**src/rtl/audio_frame_streamer.sv**
```systemverilog
// audio_frame_streamer
//   Stereo frame FIFO plus fixed-rate pacer feeding two 8-bit excess-128 DACs.
//   A producer pushes {left,right} frames over valid/ready. Once every CLK_DIV
//   cycles the block loads the outputs: in FILL it waits for PREFILL frames
//   and emits silence (0x80) until then; in PLAY it pops one frame per period.
//   If PLAY finds the FIFO empty, it emits silence, sets the sticky underrun
//   flag and drops back to FILL.
//
// Ports
//   clk, reset              system clock, synchronous active-high reset
//   in_left/in_right        producer frame, excess-128
//   in_valid/in_ready       push handshake (in_ready = not full, registered)
//   out_left/out_right      registered DAC samples
//   sample_strobe           one-cycle pulse aligned with each output load
//   playing                 high while in PLAY
//   underrun/underrun_clr   sticky empty-on-pop flag and its clear
//   level                   frames currently buffered (0..2^DEPTH_LOG2)
module audio_frame_streamer #(
  parameter int CLK_DIV    = 7000,
  parameter int DEPTH_LOG2 = 4,
  parameter int PREFILL    = 8
) (
  input  logic                  clk,
  input  logic                  reset,
  input  logic [7:0]            in_left,
  input  logic [7:0]            in_right,
  input  logic                  in_valid,
  output logic                  in_ready,
  output logic [7:0]            out_left,
  output logic [7:0]            out_right,
  output logic                  sample_strobe,
  output logic                  playing,
  output logic                  underrun,
  input  logic                  underrun_clr,
  output logic [DEPTH_LOG2:0]   level
);

  localparam int DEPTH = 1 << DEPTH_LOG2;
  localparam int DIV_W = (CLK_DIV > 1) ? $clog2(CLK_DIV) : 1;

  localparam logic [DIV_W-1:0]      DIV_LAST    = DIV_W'(CLK_DIV - 1);
  localparam logic [DIV_W-1:0]      DIV_ONE     = DIV_W'(1);
  localparam logic [DEPTH_LOG2-1:0] PTR_ONE     = DEPTH_LOG2'(1);
  localparam logic [DEPTH_LOG2:0]   LVL_ONE     = (DEPTH_LOG2 + 1)'(1);
  localparam logic [DEPTH_LOG2:0]   LVL_FULL    = (DEPTH_LOG2 + 1)'(DEPTH);
  localparam logic [DEPTH_LOG2:0]   LVL_PREFILL = (DEPTH_LOG2 + 1)'(PREFILL);
  localparam logic [7:0]            SILENCE     = 8'h80;

  typedef enum logic {
    FILL = 1'b0,
    PLAY = 1'b1
  } state_e;

  state_e                  state_q;
  logic [DIV_W-1:0]        div_q;
  logic [DEPTH_LOG2-1:0]   wptr_q;
  logic [DEPTH_LOG2-1:0]   rptr_q;
  logic [DEPTH_LOG2:0]     level_q;
  logic [DEPTH_LOG2:0]     level_d;
  logic [15:0]             mem_q [DEPTH];
  logic [7:0]              out_left_q;
  logic [7:0]              out_right_q;
  logic                    strobe_q;
  logic                    underrun_q;

  logic                    tick;
  logic                    push;
  logic                    pop;
  logic                    underrun_set;
  logic [15:0]             head;

  assign tick     = (div_q == DIV_LAST);
  // Decoded from registered level only, so no combinational path from in_valid.
  assign in_ready = (level_q != LVL_FULL);
  assign push     = in_valid & in_ready;
  assign head     = mem_q[rptr_q];

  // PREFILL >= 1, so the FILL condition also guarantees the FIFO is non-empty.
  always_comb begin
    pop = 1'b0;
    if (tick) begin
      if (state_q == FILL) pop = (level_q >= LVL_PREFILL);
      else                 pop = (level_q != '0);
    end
  end

  assign underrun_set = tick && (state_q == PLAY) && (level_q == '0);

  always_comb begin
    level_d = level_q;
    case ({push, pop})
      2'b10:   level_d = level_q + LVL_ONE;
      2'b01:   level_d = level_q - LVL_ONE;
      default: level_d = level_q;
    endcase
  end

  always_ff @(posedge clk) begin
    if (push && !reset) mem_q[wptr_q] <= {in_left, in_right};
  end

  always_ff @(posedge clk) begin
    if (reset) begin
      state_q     <= FILL;
      div_q       <= '0;
      wptr_q      <= '0;
      rptr_q      <= '0;
      level_q     <= '0;
      out_left_q  <= SILENCE;
      out_right_q <= SILENCE;
      strobe_q    <= 1'b0;
      underrun_q  <= 1'b0;
    end else begin
      div_q    <= tick ? '0 : div_q + DIV_ONE;
      level_q  <= level_d;
      strobe_q <= tick;
      if (push) wptr_q <= wptr_q + PTR_ONE;
      if (pop)  rptr_q <= rptr_q + PTR_ONE;

      if (tick) begin
        if (pop) begin
          out_left_q  <= head[15:8];
          out_right_q <= head[7:0];
          state_q     <= PLAY;
        end else begin
          out_left_q  <= SILENCE;
          out_right_q <= SILENCE;
          state_q     <= FILL;
        end
      end

      // Set has priority over clear.
      if (underrun_set)      underrun_q <= 1'b1;
      else if (underrun_clr) underrun_q <= 1'b0;
    end
  end

  assign out_left      = out_left_q;
  assign out_right     = out_right_q;
  assign sample_strobe = strobe_q;
  assign playing       = (state_q == PLAY);
  assign underrun      = underrun_q;
  assign level         = level_q;

endmodule

```
**config.mk**
```make
export PLATFORM = sky130hd
export DESIGN_NAME = audio_frame_streamer
export DESIGN_NICKNAME = d
export VERILOG_FILES = /design/src/rtl/audio_frame_streamer.sv
export SDC_FILE = /design/constraint.sdc
export NUM_CORES = 1
export LEC_CHECK = 0
export ABC_AREA = 1
export CORE_UTILIZATION = 45
export CTS_BUF_LIST = sky130_fd_sc_hd__clkbuf_4 sky130_fd_sc_hd__clkbuf_8
export CTS_CLUSTER_DIAMETER = 40
export DETAILED_ROUTE_END_ITERATION = 16
export PLACE_DENSITY_LB_ADDON = 0.08
export SKIP_CTS_REPAIR_TIMING = 1
export SYNTH_ARGS = -nofsm -noshare
export SYNTH_HDL_FRONTEND = slang
export SYNTH_SLANG_ARGS = --single-unit
```
**constraint.sdc**
```tcl
create_clock -name clk -period 2 [get_ports clk]
set_input_delay 0.2 -clock clk [delete_from_list [all_inputs] [get_ports clk]]
set_output_delay 0.2 -clock clk [all_outputs]
set_load 0.03 [all_outputs]
```
==> impl_metrics.py, run 1 <==
metrics = {
    "global_route": {
        "overflow": 0,
        "grt_pass1_wl_um": 48400,
        "grt_start_max_net_pins": 65,
        "antenna_found_initial": 1,
        "met2_usage_pct": 35.8,
        "grt_usage_pct": 22.8,
        "met1_usage_pct": 32.3,
        "use_met3_pct": 3.86,
        "grt_pass1_vias": 8433,
        "top_usage_layer": "met2",
    },
    "cts": {
        "cts_num_sinks": 305,
        "numCtsBuffers": 51,
        "cts_root_buf": "clkbuf_8",
        "path_clk_slew_ns": 0.05,
        "cts_tree": "yes",
        "clock_latency_ns": 0.57,
        "cts.path.max_buffers": 3,
        "htreeDepth": 2,
    },
    "synthesis": {
        "yosysSeqAreaShare_pct": 70.1,
        "syn_area_sq_um": 12400,
        "synth.avg_cell_area_sq_um": 10.9,
        "synthArstFlopShare_pct": 0,
        "yosysWarnings": 0,
        "synth.distinct_cells": 27,
        "syn_inst": 1133,
        "synth_fp_nets": 1163,
        "synth_seq_cells": 305,
        "synth_edf_count": 256,
        "synth_flop_cell": "edfxtp_1",
    },
    "layout": {
        "antenna_cells": 0,
        "finish.utilization_pct": 56.2,
        "fin_nets": 1280,
        "nFillCells": 2290,
        "drive_above_1_share_pct": 16.7,
        "synthToLayoutAreaGrowth_pct": 22.5,
        "final_common_cell": "nand2_1",
        "final_cells": 1633,
        "final_cell_area_sq_um": 15200,
        "layout_common_cells": "nand2_1, edfxtp_1, nand3_1",
    },
    "floorplan": {
        "die_w_um": 168,
        "start_util_pct": 45.9,
        "die_h_um": 168,
        "dieArea_sq_um": 28200,
        "coreArea_sq_um": 27000,
        "placementRows": 60,
        "ios": 45,
    },
    "sta": {
        "fmax_mhz": 475,
        "rsz0062_at_grt": "yes",
        "setup_viol": 3,
        "fin_crit_ns": 2.11,
        "worstMarginPinSlew_ns": 0.648,
        "worst_slack_ns": -0.105,
        "hold_viol": 0,
        "finalMaxSlewViolations": 0,
        "finClkSkew_ns": 0.0218,
        "relSlewSlack_pct": 56.7,
        "finalCritPeriodShare_pct": 105,
        "hold_slack_ns": 0.234,
    },
    "route": {
        "drc": 0,
        "wirelength_um": 31200,
        "wl_per_cell_um": 19.1,
        "ant_nets": 0,
        "drtIter0Drc": 669,
        "vias_per_cell": 5.22,
        "num_vias": 8523,
        "dr.pass1.iters": 5,
    },
    "critical_path": {
        "start_kind": "flop",
        "slowest_delay_ns": 0.35,
        "crit_path_end_kind": "flop",
        "crit_required_ns": 2.48,
        "worstSetupPathType": "reg -> reg",
        "path_max_fanout": 2,
        "slowest_stage": "dfxtp_2",
        "path_cells": "ha_4, inv_2, nor2_1, nand2_1, inv_2, nand3b_4, nor2_4, ha_4, xor2_2, ha_2, inv_2, nand2_4, nand3_2, nand2_2, nand2_1, nand2_1, nand2_1, a21oi_1",
        "worst_ep_arrival_time_ns": 2.59,
        "crit_top_cell": "nand2_1",
    },
    "placed_design": {
        "portBuffers": 44,
        "post-place-cells": 1536,
        "gp_congestion": 0.762,
        "dp_slack_ns": -0.172,
        "hpwl_um": 17700,
        "dpl-instance-area_sq_um": 14000,
    },
    "power": {
        "p_leak_nw": 5.64,
        "peakVddDrop_uv": 526,
        "powerDensity_nw_per_um2": 859,
    },
    "outcome": {
        "status": "complete, but fails checks",
        "violations": "setup timing",
    },
    "min_path": {
        "hp-class": "in -> reg",
    },
    "flow_run": {
        "maxCapViolCount": 0,
    },
}
path summary, 6_finish.rpt:
path	end	startpoint	slack [ns]	cells past startpoint
max	level[4]$_SDFFE_PP0P_	div_q[0]$_SDFF_PP0_	-0.11	18
min	underrun$_SDFFE_PP0P_	underrun_clr	0.23	2
max reg2reg	level[4]$_SDFFE_PP0P_	div_q[0]$_SDFF_PP0_	-0.11	18
min reg2reg	out_left[1]$_SDFFE_PP0P_	out_left[1]$_SDFFE_PP0P_	0.45	2
report_power, final:
part	internal [mW]	total [mW]	switching [mW]
Combinational	0.134	0.372	0.237
Sequential	6.94	6.96	0.0187
Clock	3.31	5.69	2.38
cell type report:
cell class	instances	area [sq um]	area share, %
inverters	57	215	1.42
clock buffers	83	967	6.38
repair buffers	120	1350	8.89
flip-flops and latches	305	8680	57.3
clock inverters	12	105	0.694
well taps	341	427	2.82
multi-input cells	715	3410	22.5
stage by stage:
stage	power [mW]	TNS (ns)
after global routing	13.4	-0.917
after CTS	13.1	-0.574
after detailed placement	7.45	-0.425
after global placement	7.45	-0.304
final	13.0	-0.268
after floorplan	7.23	-9.83
flip-flops by register name, summed over array words and instances, names as in the netlist, named ones only:
name and count:
out_left 8, sample_strobe 1, mem_q 256, div_q 13
underrun 1, playing 1, out_right 8, level 5
rptr_q 4, wptr_q 4
synthesized netlist by cell type, drive strengths merged, types with 6 or more instances:
library cell  instances  area share (%)
clkbuf               21            0.64
buf                  35             1.4
nor3                  6            0.42
inv                  57             1.7
nor2                 49             1.5
ha                   10             1.0
a21oi                15            0.61
nand3               253              10
xor2                  6            0.42
edfxtp              256              62
o21ai                10            0.40
nand2               352              11
dfxtp                49             7.9
layer usage:
layer | part of all wire [%] | vias to the layer above | routed length [um]
met2 | 46 | 251 | 14300
met5 | 0.038 | - | 12
li1 | - | 4138 | -
met1 | 46 | 4070 | 14300
met3 | 5.6 | 62 | 1740
met4 | 2.6 | 2 | 808
logic make-up after synthesis:
group	after synthesis	share of synthesized area, %
compound gates	29	1.23
xor+xnor	8	0.566
fa+ha+maj	10	1.01
buf+inv	113	3.75
flops	305	70.1
simple gates	668	23.4
worst max-delay path, delay by kind of cell (launching register included):
family	cells	cell delay, ns
and+or+nand+nor	10	0.74
adders and majority gates	3	0.50
DFF	1	0.35
AOI/OAI and AO/OA	1	0.13
xor gates and xnor gates	1	0.16
buffers and inverters	3	0.15
No activity file was read; power rests on OpenSTA's default activity.
==> inputs of run 2 (changes only) <==
--- a/config.mk
+++ b/config.mk
@@ -6,6 +6,8 @@
 export NUM_CORES = 1
 export LEC_CHECK = 0
 export ABC_AREA = 1
+export CELL_PAD_IN_SITES_DETAIL_PLACEMENT = 1
+export CELL_PAD_IN_SITES_GLOBAL_PLACEMENT = 1
 export CORE_UTILIZATION = 45
 export CTS_BUF_LIST = sky130_fd_sc_hd__clkbuf_4 sky130_fd_sc_hd__clkbuf_8
 export CTS_CLUSTER_DIAMETER = 40
==> run 2 against run 1 <==
The flow still finishes with violations (setup timing). Global-route usage is 2.5 points higher. Register-to-register slack improved by 0.05 ns. Final cell count up 0.49%. Sequential share of layout area down 0.63 points. Hold slack lost 0.016 ns. Clock skew grew 0.013 ns. Critical path depth unchanged. Sequential power barely moved. Critical path type unchanged. Power is 2.5% higher.
==> impl_metrics.py, run 2 (synthesis results as in run 1) <==
metrics = {
    "global_route": {
        "grt_start_max_net_pins": 87,
        "grt_pass1_vias": 9225,
        "grt_pass1_wl_um": 53300,
        "antenna_found_initial": 0,
        "overflow": 0,
        "grt_usage_pct": 25.3,
    },
    "route": {
        "wl_per_cell_um": 21.1,
        "num_vias": 8892,
        "wl_met2_um": 16500,
        "met3RoutedLength_um": 1350,
        "vias_per_cell": 5.42,
        "wirelength_um": 34700,
        "drtIter0Drc": 642,
        "ant_nets": 0,
        "drc": 0,
        "met1_length_um": 16000,
        "dr.pass1.iters": 5,
        "top_layer": "met4",
    },
    "layout": {
        "regMostFlops": "mem_q",
        "largest_reg_flops": 256,
        "largest_registers": "mem_q (256), div_q (13)",
        "finish.utilization_pct": 56.8,
        "fin_nets": 1286,
        "drive_above_1_share_pct": 18.5,
        "antenna_cells": 0,
        "synthToLayoutAreaGrowth_pct": 23.8,
        "final_common_cell": "nand2_1",
        "layout_common_cells": "nand2_1, edfxtp_1, nand3_1",
    },
    "sta": {
        "setup_viol": 3,
        "rsz0062_at_grt": "yes",
        "hold_slack_ns": 0.218,
        "finClkSkew_ns": 0.0347,
        "worstMarginPinSlew_ns": 0.591,
        "finalMaxSlewViolations": 0,
        "fmax_mhz": 486,
        "finalCritPeriodShare_pct": 103,
        "hold_viol": 0,
        "fin_crit_ns": 2.06,
        "worst_slack_ns": -0.0573,
        "relSlewSlack_pct": 60.5,
    },
    "floorplan": {
        "die_w_um": 168,
        "die_h_um": 168,
        "coreArea_sq_um": 27000,
        "placementRows": 60,
        "dieArea_sq_um": 28200,
        "start_util_pct": 45.9,
        "ios": 45,
    },
    "placed_design": {
        "gp_congestion": 0.798,
        "hpwl_um": 20700,
        "portBuffers": 44,
        "dp_slack_ns": -0.187,
    },
    "power": {
        "peakVddDrop_uv": 545,
        "p_leak_nw": 5.71,
        "powerDensity_nw_per_um2": 871,
    },
    "cts": {
        "cts_tree": "yes",
        "cts_num_sinks": 305,
        "htreeDepth": 2,
        "numCtsBuffers": 52,
        "cts.path.max_buffers": 3,
        "clock_latency_ns": 0.60,
        "cts_root_buf": "clkbuf_8",
        "path_clk_slew_ns": 0.06,
    },
    "critical_path": {
        "crit_required_ns": 2.50,
        "path_max_fanout": 2,
        "worst_ep_arrival_time_ns": 2.55,
        "crit_path_end_kind": "flop",
        "start_kind": "flop",
        "reg2reg_slack_ns": -0.06,
        "worstSetupPathType": "reg -> reg",
    },
    "min_path": {
        "hp-class": "in -> reg",
    },
    "outcome": {
        "violations": "setup timing",
        "status": "complete, but fails checks",
    },
    "flow_run": {
        "maxCapViolCount": 0,
    },
}
-- run 2: path summary, 6_finish.rpt --
path / startpoint / to / cells past startpoint
hold reg to reg: out_left[4]$_SDFFE_PP0P_ / out_left[4]$_SDFFE_PP0P_ / 2
setup / recovery: div_q[0]$_SDFF_PP0_ / level[4]$_SDFFE_PP0P_ / 18
setup reg to reg: div_q[0]$_SDFF_PP0_ / level[4]$_SDFFE_PP0P_ / 18
hold / removal: underrun_clr / underrun$_SDFFE_PP0P_ / 2
-- run 2: final cells by class --
type | instances | area [sq um]
repair buffers | 125 | 1410
flip-flops and latches | 305 | 8680
multi-input cells | 715 | 3430
fillers | 2864 | 11600
inverters | 57 | 221
clock buffers | 86 | 1030
well taps | 341 | 427
clock inverters | 12 | 121
-- run 2: through the flow --
stage	total power, mW	TNS, ns	instance area [sq um]	std cells
after floorplan	7.23	-9.83	12500	1133
after global placement	7.45	-1.89	14100	1539
after detailed placement	7.47	-5.56	14100	1539
after CTS	13.4	-0.647	15200	1637
after global routing	13.8	-0.646	15300	1641
final	13.3	-0.115	15300	1641
-- run 2: power breakdown --
part / internal, mW / switching (mW)
Sequential: 6.94 / 0.0203
Combinational: 0.145 / 0.246
Clock: 3.50 / 2.49
-- run 2: per-layer routing --
metal | vias to the layer above | track usage [%]
met5 | - | 0
met4 | 0 | 7.90
met3 | 56 | 3.39
met2 | 181 | 41.4
met1 | 4501 | 35.3
li1 | 4154 | -
-- run 2: critical path, stage by stage (launching register included) --
cell and delay (ns):
dfxtp_2 0.35, ha_4 0.15, inv_4 0.04, nor2_4 0.07
nand2_2 0.06, inv_2 0.06, nand3b_4 0.10, nor2_4 0.12
ha_4 0.17, xor2_2 0.15, ha_2 0.20, inv_2 0.04
nand2_2 0.08, nand3_2 0.08, nand2_1 0.07, nand2_1 0.04
nand2_1 0.05, nand2_1 0.04, a21oi_1 0.10
